[config.mk]
export PLATFORM = sky130hd
export DESIGN_NAME = vx_uop_expander
export DESIGN_NICKNAME = d
export VERILOG_FILES = /design/src/rtl/vx_uop_expander.sv
export SDC_FILE = /design/constraint.sdc
export NUM_CORES = 1
export LEC_CHECK = 0
export CAP_MARGIN = 10
export CELL_PAD_IN_SITES_DETAIL_PLACEMENT = 1
export CELL_PAD_IN_SITES_GLOBAL_PLACEMENT = 2
export CORE_AREA = 3 3 224 226
export DETAILED_ROUTE_END_ITERATION = 8
export DIE_AREA = 0 0 227 229
export GPL_TIMING_DRIVEN = 0
export PLACE_DENSITY_LB_ADDON = 0.05
export SYNTH_ARGS = -nofsm -noshare
export SYNTH_HDL_FRONTEND = slang
export SYNTH_SLANG_ARGS = --single-unit
[constraint.sdc]
create_clock -name clk -period 3.65 [get_ports clk]
set_clock_uncertainty 0.2 [all_clocks]
set_input_delay 0.5475 -clock clk [delete_from_list [all_inputs] [get_ports clk]]
set_output_delay 0.5475 -clock clk [all_outputs]
set_load 0.01 [all_outputs]
[src/rtl/vx_uop_expander.sv]
// vx_uop_expander
//   Expands one instruction from the per-warp instruction buffer into
//   1..MAX_UOPS micro-ops for issue. Each micro-op's rd/rs1/rs2 fields are
//   computed as base + idx*step, wrapped modulo 2^REGW.
//
//   Micro-op 0 leaves in the same cycle the instruction arrives. The input is
//   held (in_ready low) until the last micro-op is accepted. Only the micro-op
//   index is stored here. The payload and register fields are taken from
//   in_* on every cycle, so upstream must hold in_* stable until in_ready.
//
//   Optional build macro UOP_EXPANDER_OUTREG_EN:
//     When defined, a 2-entry elastic buffer registers all out_* fields. This
//     adds one cycle of latency and keeps full throughput. out_ready then
//     drives only the buffer and never reaches in_ready combinationally.
//     When undefined, the outputs are combinational with zero added latency.
//
// Ports
//   clk, reset             clock, synchronous active-high reset
//   in_valid/in_ready      instruction handshake (in_ready only on the last uop)
//   in_data                opaque payload, forwarded unchanged on out_data
//   in_count               micro-op count (0 -> 1, above MAX_UOPS -> MAX_UOPS)
//   in_rd/rs1/rs2          base register indices
//   in_*_step              per-micro-op register increments
//   out_valid/out_ready    micro-op handshake
//   out_data               copy of in_data
//   out_rd/rs1/rs2         rewritten register indices
//   out_uop_idx            micro-op index 0..count-1
//   out_first/out_last     first / last micro-op flags
//   busy                   expansion in progress (or buffer non-empty)
module vx_uop_expander #(
  parameter int DATAW    = 256,
  parameter int REGW     = 6,
  parameter int MAX_UOPS = 8,
  parameter int STEPW    = 3,
  parameter int CNTW     = $clog2(MAX_UOPS + 1)
) (
  input  logic             clk,
  input  logic             reset,
  input  logic             in_valid,
  output logic             in_ready,
  input  logic [DATAW-1:0] in_data,
  input  logic [CNTW-1:0]  in_count,
  input  logic [REGW-1:0]  in_rd,
  input  logic [REGW-1:0]  in_rs1,
  input  logic [REGW-1:0]  in_rs2,
  input  logic [STEPW-1:0] in_rd_step,
  input  logic [STEPW-1:0] in_rs1_step,
  input  logic [STEPW-1:0] in_rs2_step,
  output logic             out_valid,
  input  logic             out_ready,
  output logic [DATAW-1:0] out_data,
  output logic [REGW-1:0]  out_rd,
  output logic [REGW-1:0]  out_rs1,
  output logic [REGW-1:0]  out_rs2,
  output logic [CNTW-1:0]  out_uop_idx,
  output logic             out_first,
  output logic             out_last,
  output logic             busy
);

  typedef enum logic {IDLE = 1'b0, ACTIVE = 1'b1} state_t;

  localparam int PW = DATAW + 3 * REGW + CNTW + 2;
  localparam int AW = REGW + CNTW + STEPW;

  state_t           state_reg, state_next;
  logic [CNTW-1:0]  idx_reg, idx_next;
  logic [CNTW-1:0]  cnt_eff;
  logic [CNTW-1:0]  cur_idx;
  logic             core_valid, core_ready, core_last;
  logic [REGW-1:0]  base_arr [3];
  logic [STEPW-1:0] step_arr [3];
  logic [REGW-1:0]  field_arr [3];
  logic [PW-1:0]    core_word;

  // The product is formed at full width, and only then truncated. This is
  // what makes the register fields wrap modulo 2^REGW.
  function automatic logic [REGW-1:0] uop_reg(input logic [REGW-1:0]  base,
                                              input logic [STEPW-1:0] step,
                                              input logic [CNTW-1:0]  idx);
    logic [AW-1:0] sum;
    sum = AW'(base) + AW'(idx) * AW'(step);
    return sum[REGW-1:0];
  endfunction

  always_comb begin
    if (in_count == '0)
      cnt_eff = CNTW'(1);
    else if (in_count > CNTW'(MAX_UOPS))
      cnt_eff = CNTW'(MAX_UOPS);
    else
      cnt_eff = in_count;
  end

  // In IDLE the micro-op shown is always micro-op 0 of the current input.
  assign cur_idx    = (state_reg == ACTIVE) ? idx_reg : '0;
  assign core_last  = (cur_idx == cnt_eff - CNTW'(1));
  assign core_valid = (state_reg == ACTIVE) || in_valid;

  assign base_arr[0] = in_rd;
  assign base_arr[1] = in_rs1;
  assign base_arr[2] = in_rs2;
  assign step_arr[0] = in_rd_step;
  assign step_arr[1] = in_rs1_step;
  assign step_arr[2] = in_rs2_step;

  generate
    for (genvar gi = 0; gi < 3; gi++) begin : g_field
      assign field_arr[gi] = uop_reg(base_arr[gi], step_arr[gi], cur_idx);
    end
  endgenerate

  assign core_word = {in_data, field_arr[0], field_arr[1], field_arr[2], cur_idx,
                      (cur_idx == '0), core_last};

  // FSM: state register
  always_ff @(posedge clk) begin
    if (reset) begin
      state_reg <= IDLE;
      idx_reg   <= '0;
    end else begin
      state_reg <= state_next;
      idx_reg   <= idx_next;
    end
  end

  // FSM: next state
  always_comb begin
    state_next = state_reg;
    idx_next   = idx_reg;
    case (state_reg)
      IDLE: begin
        if (in_valid && core_ready && !core_last) begin
          state_next = ACTIVE;
          idx_next   = CNTW'(1);
        end
      end
      ACTIVE: begin
        if (core_ready) begin
          if (core_last) begin
            state_next = IDLE;
            idx_next   = '0;
          end else begin
            idx_next   = idx_reg + CNTW'(1);
          end
        end
      end
      default: begin
        state_next = IDLE;
        idx_next   = '0;
      end
    endcase
  end

  // FSM: outputs. The instruction is consumed only when its last micro-op
  // moves on. For a single-uop instruction this is a plain pass-through.
  always_comb begin
    in_ready = core_last && core_ready;
  end

`ifdef UOP_EXPANDER_OUTREG_EN
  logic [PW-1:0] fifo_mem [2];
  logic          wr_ptr_reg, rd_ptr_reg;
  logic [1:0]    count_reg;
  logic          push, pop;

  // The ready signal depends only on the buffer occupancy. This keeps
  // out_ready out of the in_ready path.
  assign core_ready = (count_reg != 2'd2);
  assign push       = core_valid && core_ready;
  assign pop        = out_valid && out_ready;
  assign out_valid  = (count_reg != 2'd0);

  always_ff @(posedge clk) begin
    if (push)
      fifo_mem[wr_ptr_reg] <= core_word;
  end

  always_ff @(posedge clk) begin
    if (reset) begin
      wr_ptr_reg <= 1'b0;
      rd_ptr_reg <= 1'b0;
      count_reg  <= 2'd0;
    end else begin
      if (push)
        wr_ptr_reg <= ~wr_ptr_reg;
      if (pop)
        rd_ptr_reg <= ~rd_ptr_reg;
      count_reg <= count_reg + {1'b0, push} - {1'b0, pop};
    end
  end

  assign {out_data, out_rd, out_rs1, out_rs2, out_uop_idx, out_first, out_last} =
         fifo_mem[rd_ptr_reg];
  assign busy = (state_reg == ACTIVE) || (count_reg != 2'd0);
`else
  assign core_ready = out_ready;
  assign out_valid  = core_valid;
  assign {out_data, out_rd, out_rs1, out_rs2, out_uop_idx, out_first, out_last} =
         core_word;
  assign busy = (state_reg == ACTIVE);
`endif

`ifndef SYNTHESIS
  // Only idx is stored here, so the held instruction must not change.
  a_in_stable: assert property (@(posedge clk) disable iff (reset)
    (in_valid && !in_ready) |=> (in_valid && $stable(in_data) && $stable(in_count) &&
      $stable(in_rd) && $stable(in_rs1) && $stable(in_rs2) && $stable(in_rd_step) &&
      $stable(in_rs1_step) && $stable(in_rs2_step)));
  a_active_valid: assert property (@(posedge clk) disable iff (reset)
    (state_reg == ACTIVE) |-> in_valid);
`endif

endmodule

==> results.md, run 1 <==
* CP Max Fanout at 4
* CTS tree: built
* Final worst slack at -0.1445 ns
* Detailed-route wire length at 20230 um
* Die Ht at 229 um
* Pre-Repair DR Iteration Count at 4
* Reg2reg setup slack at 1.37 ns
* Most common library cells after synthesis: buf_4, inv_1, ha_1, and3_1, nand2_1
* Global-route wire length before repair at 27620 um
* Fin crit period at 3.795 ns
* FILL cells at 5699
* CTS sink cnt at 5
* I/O Buffers at 317
* Total chip power at 0.001024 W
* Worst EP required at 2.90 ns
* Avg Cell Area, Syn at 8.002 um2
* Initial antenna violation count at 4
* Pre-CTS WS at -1.094 ns
* GRT overflow at 0
* Status: complete, but fails checks
* DRC viols at 0
* Final setup viols at 4
* Die Wd at 227 um
* Nature of the critical path startpoint: input pin
* Yosys top cell area share at 0.5361
* Area growth syn-to-layout at 120.3%
* # hold bufs at CTS at 0
* DR WL/cell at 14.34 um
* CTS H-tree lvls at 1
* Slew Limit Fails at 0
* RSZ-0062 raised after global routing: yes
* Failing checks: negative setup slack
* Via density per instance at 2.743
* Worst Setup SP: in_rs1_step[0]
* F_max at 0.2635 GHz
* Synth Net Count at 783
* Worst Setup EP: out_rs1[5]
* CTS Buffer Depth at 2
* Tot GR Track Use at 0.07030
* Cts bufs inserted at 3
* Die ar. at 0.05198 mm2
* Most frequent cell after synthesis: buf_4
* Post-synth EDFFs at 0
* HP Class: flip-flop to flip-flop
* Synth top area cells: buf_4, fa_1, ha_1
* Largest register FFs at 4
* Yosys top cell by area: buf_4
* Worst IR Drop VDD at 0.05910 mV
* Rel. slew slack at 0.8203
* Synth Warn # at 0
* CP Capture Type: primary output
* Critical Path AT at 3.05 ns
* Fin. Hold Viols at 0
* Leak Pwr at 3.588 nW
* Cell Area, Synth at 0.003585 mm2
* FF+latch area at 108.9 um2
* Critical R2R Capture: idx_reg[2]
* Area after DPL at 0.007541 mm2
* RD Place Congestion at 0.7049
* Num rows at 81
* Iter 0 DRT Violations at 24
* Crit Path Category: input pin to primary output
* Post-synthesis sequential area ratio at 0.02792
* # IOs at 574
* Synth unique cells at 34
* Tightest Pin Transition at 0.2686 ns
* Largest net degree at the start of global routing at 11
* Post-synth ARST share at 0
* Fraction of layout cells with a size suffix above 1 at 0.4358
* Reg2Reg Depth at 9
* NumNets Final at 1123
* Worst-path clk slew at 0.03 ns
* PwrDens at 129.7 mW/mm2
* Multi-input gate area at 0.001536 mm2
* Setup TNS at -0.4367 ns
* Final ANT Viol Nets at 0
* Worst flop-to-flop path startpoint: busy
* Core ar. at 0.04855 mm2
* Part of the cycle the worst path needs at 1.040
* Cells after synthesis at 448
* DP HPWL at 18700 um
* Vias at 3867
* Starting Density at 0.07384
* Clk Tree Root Cell: clkbuf_16
* Vias in the first global route at 4423
* Synth Flop Type: dfxtp_1
* #FFs+latches synth at 5
* Worst-Skew Late Latency at 0.22 ns
* Max_cap viols at 0
* Finished Cell Area at 0.007896 mm2
power breakdown:
group / switching (W) / internal [W]
logic: 0.000269 / 0.000520
clock network: 0.0000329 / 0.000144
registers: 0.00000156 / 0.0000567
total: 0.000303 / 0.000721
cell type report:
cell class,count,area share
timing repair buffer,338,0.4136
buffer,262,0.2550
multi-input combinational,148,0.1946
tap,622,0.09856
inverter,30,0.01426
sequential,5,0.01379
clock buffer,4,0.009983
antenna,1,0.0003169
timing repair:
item,in CTS,in global routing
setup buffers,15,6
pin swaps,33,18
endpoints found under the setup margin,15,14
resized for setup,112,15
kinds of logic (layout without fill, tap and decap cells):
| kind of cell | Yosys count | count (layout) | share of synthesized area |
|---|---|---|---|
| compound gates | 21 | 21 | 0.04433 |
| xor+xnor | 21 | 21 | 0.05550 |
| fa+ha+maj | 44 | 44 | 0.1913 |
| buf+inv | 295 | 634 | 0.5839 |
| flops | 5 | 5 | 0.02792 |
| other cells | 0 | 1 | 0 |
| simple gates | 62 | 62 | 0.09703 |
layer usage:
layer | wire, um | GRT usage | up-vias
met5 | 42 | 0 | -
met3 | 1775 | 0.02205 | 10
li1 | - | - | 1821
met4 | 48 | 0.002157 | 8
met2 | 11710 | 0.1482 | 243
met1 | 6647 | 0.06837 | 1785
critical path, stage by stage:
cell	delay, ns
dlygate4sd2_1	0.28
and3_4	0.20
fa_1	0.54
inv_2	0.04
fa_1	0.51
inv_2	0.05
ha_4	0.24
a21o_1	0.17
a21oi_2	0.17
xnor2_1	0.13
buf_2	0.16
layout by cell type (no fill, tap or decap), types with 5 or more instances in the layout:
cell type        synthesis  final
fa_1                    18     14
inv_1                   30     23
dlygate4sd2_1            0      7
nand2_1                 19     16
xor2_1                   6      6
a21o_1                   6      6
clkdlybuf4s50_1          0    294
ha_1                    26     22
xnor2_1                 14     13
clkbuf_16                0      5
and3_1                  21     18
buf_4                  256    281
buf_2                    2      7
inv_2                    0      7
a21oi_2                  0      6
stage by stage:
step | util | hold WS, ns | instances
floorplan | - | 0.3069 | 448
global placement | 0.1553 | 0.4512 | 1387
detailed placement | 0.1553 | 0.4637 | 1387
CTS | 0.1621 | 0.4815 | 1404
global route | 0.1626 | 0.5210 | 1409
finish | 0.1627 | 0.4865 | 1410
how the worst min path moves through the flow:
stage	to	cells past startpoint	from	slack [ns]
floorplan	idx_reg[0]	2	idx_reg[0]	0.31
global placement	idx_reg[2]	3	idx_reg[2]	0.45
detailed placement	idx_reg[2]	3	idx_reg[2]	0.46
CTS	idx_reg[0]	3	idx_reg[0]	0.48
global route	idx_reg[3]	3	idx_reg[3]	0.52
finish	idx_reg[0]	3	idx_reg[0]	0.49
Note: power is estimated with default switching activity, not from simulation.
==> run 2: changes to the inputs <==
Settings changed: CTS_BUF_LIST set to sky130_fd_sc_hd__clkbuf_8 sky130_fd_sc_hd__clkbuf_16.
==> results.md, run 2 (same netlist as run 1, synthesis figures left out) <==
* Largest register FFs at 4 (unchanged)
* Crit path depth at 11 (unchanged)
* Worst IR Drop VDD at 0.05881 mV (-0.48%)
* Num rows at 81 (unchanged)
* RSZ-0062 raised after global routing: yes
* Reg power frac at 0.057 (about the same)
* Worst path top cell family by delay: adder cells
* Vias in the first global route at 4423 (unchanged)
* Failing checks: negative setup slack
* Fin. Hold Viols at 0 (unchanged)
* Clk Tree Root Cell: clkbuf_16
* Worst-Skew Late Latency at 0.22 ns (about the same)
* FILL cells at 5699 (unchanged)
* DP HPWL at 18700 um (unchanged)
* Tot GR Track Use at 0.07030 (unchanged)
* Fraction of layout cells with a size suffix above 1 at 0.4358 (unchanged)
* Status: complete, but fails checks
* Met3 usage at 0.02205 (unchanged)
* Die Ht at 229 um (unchanged)
* Worst-path clk slew at 0.03 ns (about the same)
* Detailed-route wire length at 20230 um (about the same)
* CTS tree: built
* DRC viols at 0 (unchanged)
* Area after DPL at 0.007541 mm2 (unchanged)
* Crit-path slowest cell: fa_1
* Final ANT Viol Nets at 0 (unchanged)
* CP Max Fanout at 4 (unchanged)
* Crit path cell chain: dlygate4sd2_1 -> and3_4 -> fa_1 -> inv_2 -> fa_1 -> inv_2 -> ha_4 -> a21o_1 -> a21oi_2 -> xnor2_1 -> buf_2
* Largest net degree at the start of global routing at 11 (unchanged)
* Pre-Repair DR Iteration Count at 4 (unchanged)
* GRT overflow at 0 (unchanged)
* Cts bufs inserted at 3 (unchanged)
* DR WL/cell at 14.35 um (about the same)
* Reg2Reg Depth at 9 (unchanged)
* Global routing's busiest layer: met2
* Slew Limit Fails at 0 (unchanged)
* Combinational share of power at 0.772 (+0.002)
* Tightest Pin Transition at 0.2687 ns (+0.0001280 ns)
* Clk pwr share at 0.171 (-0.002)
* CTS sink cnt at 5 (unchanged)
* CTS Buffer Depth at 2 (unchanged)
* I/O Buffers at 317 (unchanged)
* Core ar. at 0.04855 mm2 (unchanged)
* Worst EP required at 2.90 ns (about the same)
* CTS H-tree lvls at 1 (unchanged)
* Multi-input gate area at 0.001536 mm2 (unchanged)
* Hold Path Depth at 3 (unchanged)
* Area growth syn-to-layout at 120.3% (unchanged)
* Part of the cycle the worst path needs at 1.040 (unchanged)
* Via density per instance at 2.744 (about the same)
* Cell total after placement at 1387 (unchanged)
* Iter 0 DRT Violations at 25 (+4.2%)
* NumNets Final at 1123 (unchanged)
* Die Wd at 227 um (unchanged)
* Crit Path Category: input pin to primary output
* RD Place Congestion at 0.7049 (unchanged)
* PwrDens at 129.3 mW/mm2 (-0.30%)
* Met1 Use GR at 0.06837 (unchanged)
* Leak Pwr at 3.592 nW (+0.12%)
* Final setup viols at 4 (unchanged)
* Met2 Track Usage GR at 0.1482 (unchanged)
* F_max at 0.2635 GHz (unchanged)
* Global-route wire length before repair at 27620 um (unchanged)
* Starting Density at 0.07384 (unchanged)
* Nature of the critical path startpoint: input pin
* Sw Ratio at 0.2970 (+0.0007004)
* Net Switching at 0.0003033 W (about the same)
* Fin crit period at 3.795 ns (unchanged)
* Rel. slew slack at 0.8203 (about the same)
* Critical Path AT at 3.05 ns (about the same)
* Die ar. at 0.05198 mm2 (unchanged)
* HP Class: flip-flop to flip-flop
* Most common cell after layout, fill and taps aside: clkdlybuf4s50_1
* Final worst slack at -0.1445 ns (unchanged)
* Total chip power at 0.001021 W (-0.30%)
* CP Capture Type: primary output
* # IOs at 574 (unchanged)
* Initial antenna violation count at 4 (unchanged)
* # hold bufs at CTS at 0 (unchanged)
* Cell internal pwr at 0.0007180 W (-0.40%)
* Crit path buffers/inverters at 4 (unchanged)
* Most frequent cells in the layout: clkdlybuf4s50_1, buf_4, inv_1
* FF+latch area at 108.9 um2 (unchanged)
* Fin cells at 1410 (unchanged)
* Vias at 3869 (+0.052%)
* Max_cap viols at 0 (unchanged)
* Slowest stage delay, CP at 0.54 ns (about the same)
* Setup TNS at -0.4345 ns (+0.002191 ns)
* Finished Cell Area at 0.007896 mm2 (unchanged)
==> run 2: changes by cell type in the layout (fill, tap and decap cells not counted), sizes merged <==
cell / previous run / this run
clkbuf: 9 / 8
inv: 30 / 31
==> run 2: path summary, 6_finish.rpt <==
check	end	slack, ns	start
hold / removal	idx_reg[0]	0.49	idx_reg[0]
setup reg to reg	idx_reg[3]	1.37	busy
hold reg to reg	idx_reg[0]	0.49	idx_reg[0]
setup / recovery	out_rs1[5]	-0.14	in_rs1_step[0]
==> run 2: power groups by stage <==
stage / logic, W / clock network, W / registers [W]
finish: 0.000789 / 0.000174 / 0.0000583
global route: 0.000845 / 0.000181 / 0.0000587
CTS: 0.000801 / 0.000177 / 0.0000583
detailed placement: 0.000777 / 0 / 0.0000645
global placement: 0.000777 / 0 / 0.0000644
floorplan: 0.000364 / 0 / 0.0000610
==> run 2: through the flow <==
stage / worst slack, ns / hold WS, ns / util
after global routing: -0.3089 / 0.5210 / 0.1626
after global placement: -1.113 / 0.4512 / 0.1553
after CTS: -0.1990 / 0.4815 / 0.1621
after detailed placement: -1.094 / 0.4637 / 0.1553
final: -0.1445 / 0.4871 / 0.1627
after floorplan: 0.02567 / 0.3069 / -
==> run 2: layout make-up <==
type | instances | area share
Timing Repair Buffer | 338 | 0.4136
Tap cell | 622 | 0.09856
Antenna cell | 1 | 0.0003169
Clock inverter | 1 | 0.0004754
Multi-Input combinational cell | 148 | 0.1946
Inverter | 30 | 0.01426
Clock buffer | 3 | 0.009507
Sequential cell | 5 | 0.01379
Buffer | 262 | 0.2550
==> run 2: routing by layer <==
metal | part of all wire | routed length (um) | up-vias
li1 | - | - | 1820
met1 | 0.33 | 6649 | 1788
met2 | 0.58 | 11710 | 243
met3 | 0.088 | 1775 | 10
met4 | 0.0024 | 48 | 8
met5 | 0.0021 | 42 | -
==> run 2: timing repair <==
action                                  in CTS  in global routing
pin swaps                                   33                 18
gates cloned                                 0                  0
endpoints found under the setup margin      15                 14
resized for setup                          112                 15
buffers inserted                            15                  6
==> run 2: tightest hold or removal path: stages, from the launching register on <==
cell     delay [ns]
dfxtp_4        0.33
buf_4          0.18
nand2_1        0.07
a21oi_1        0.06
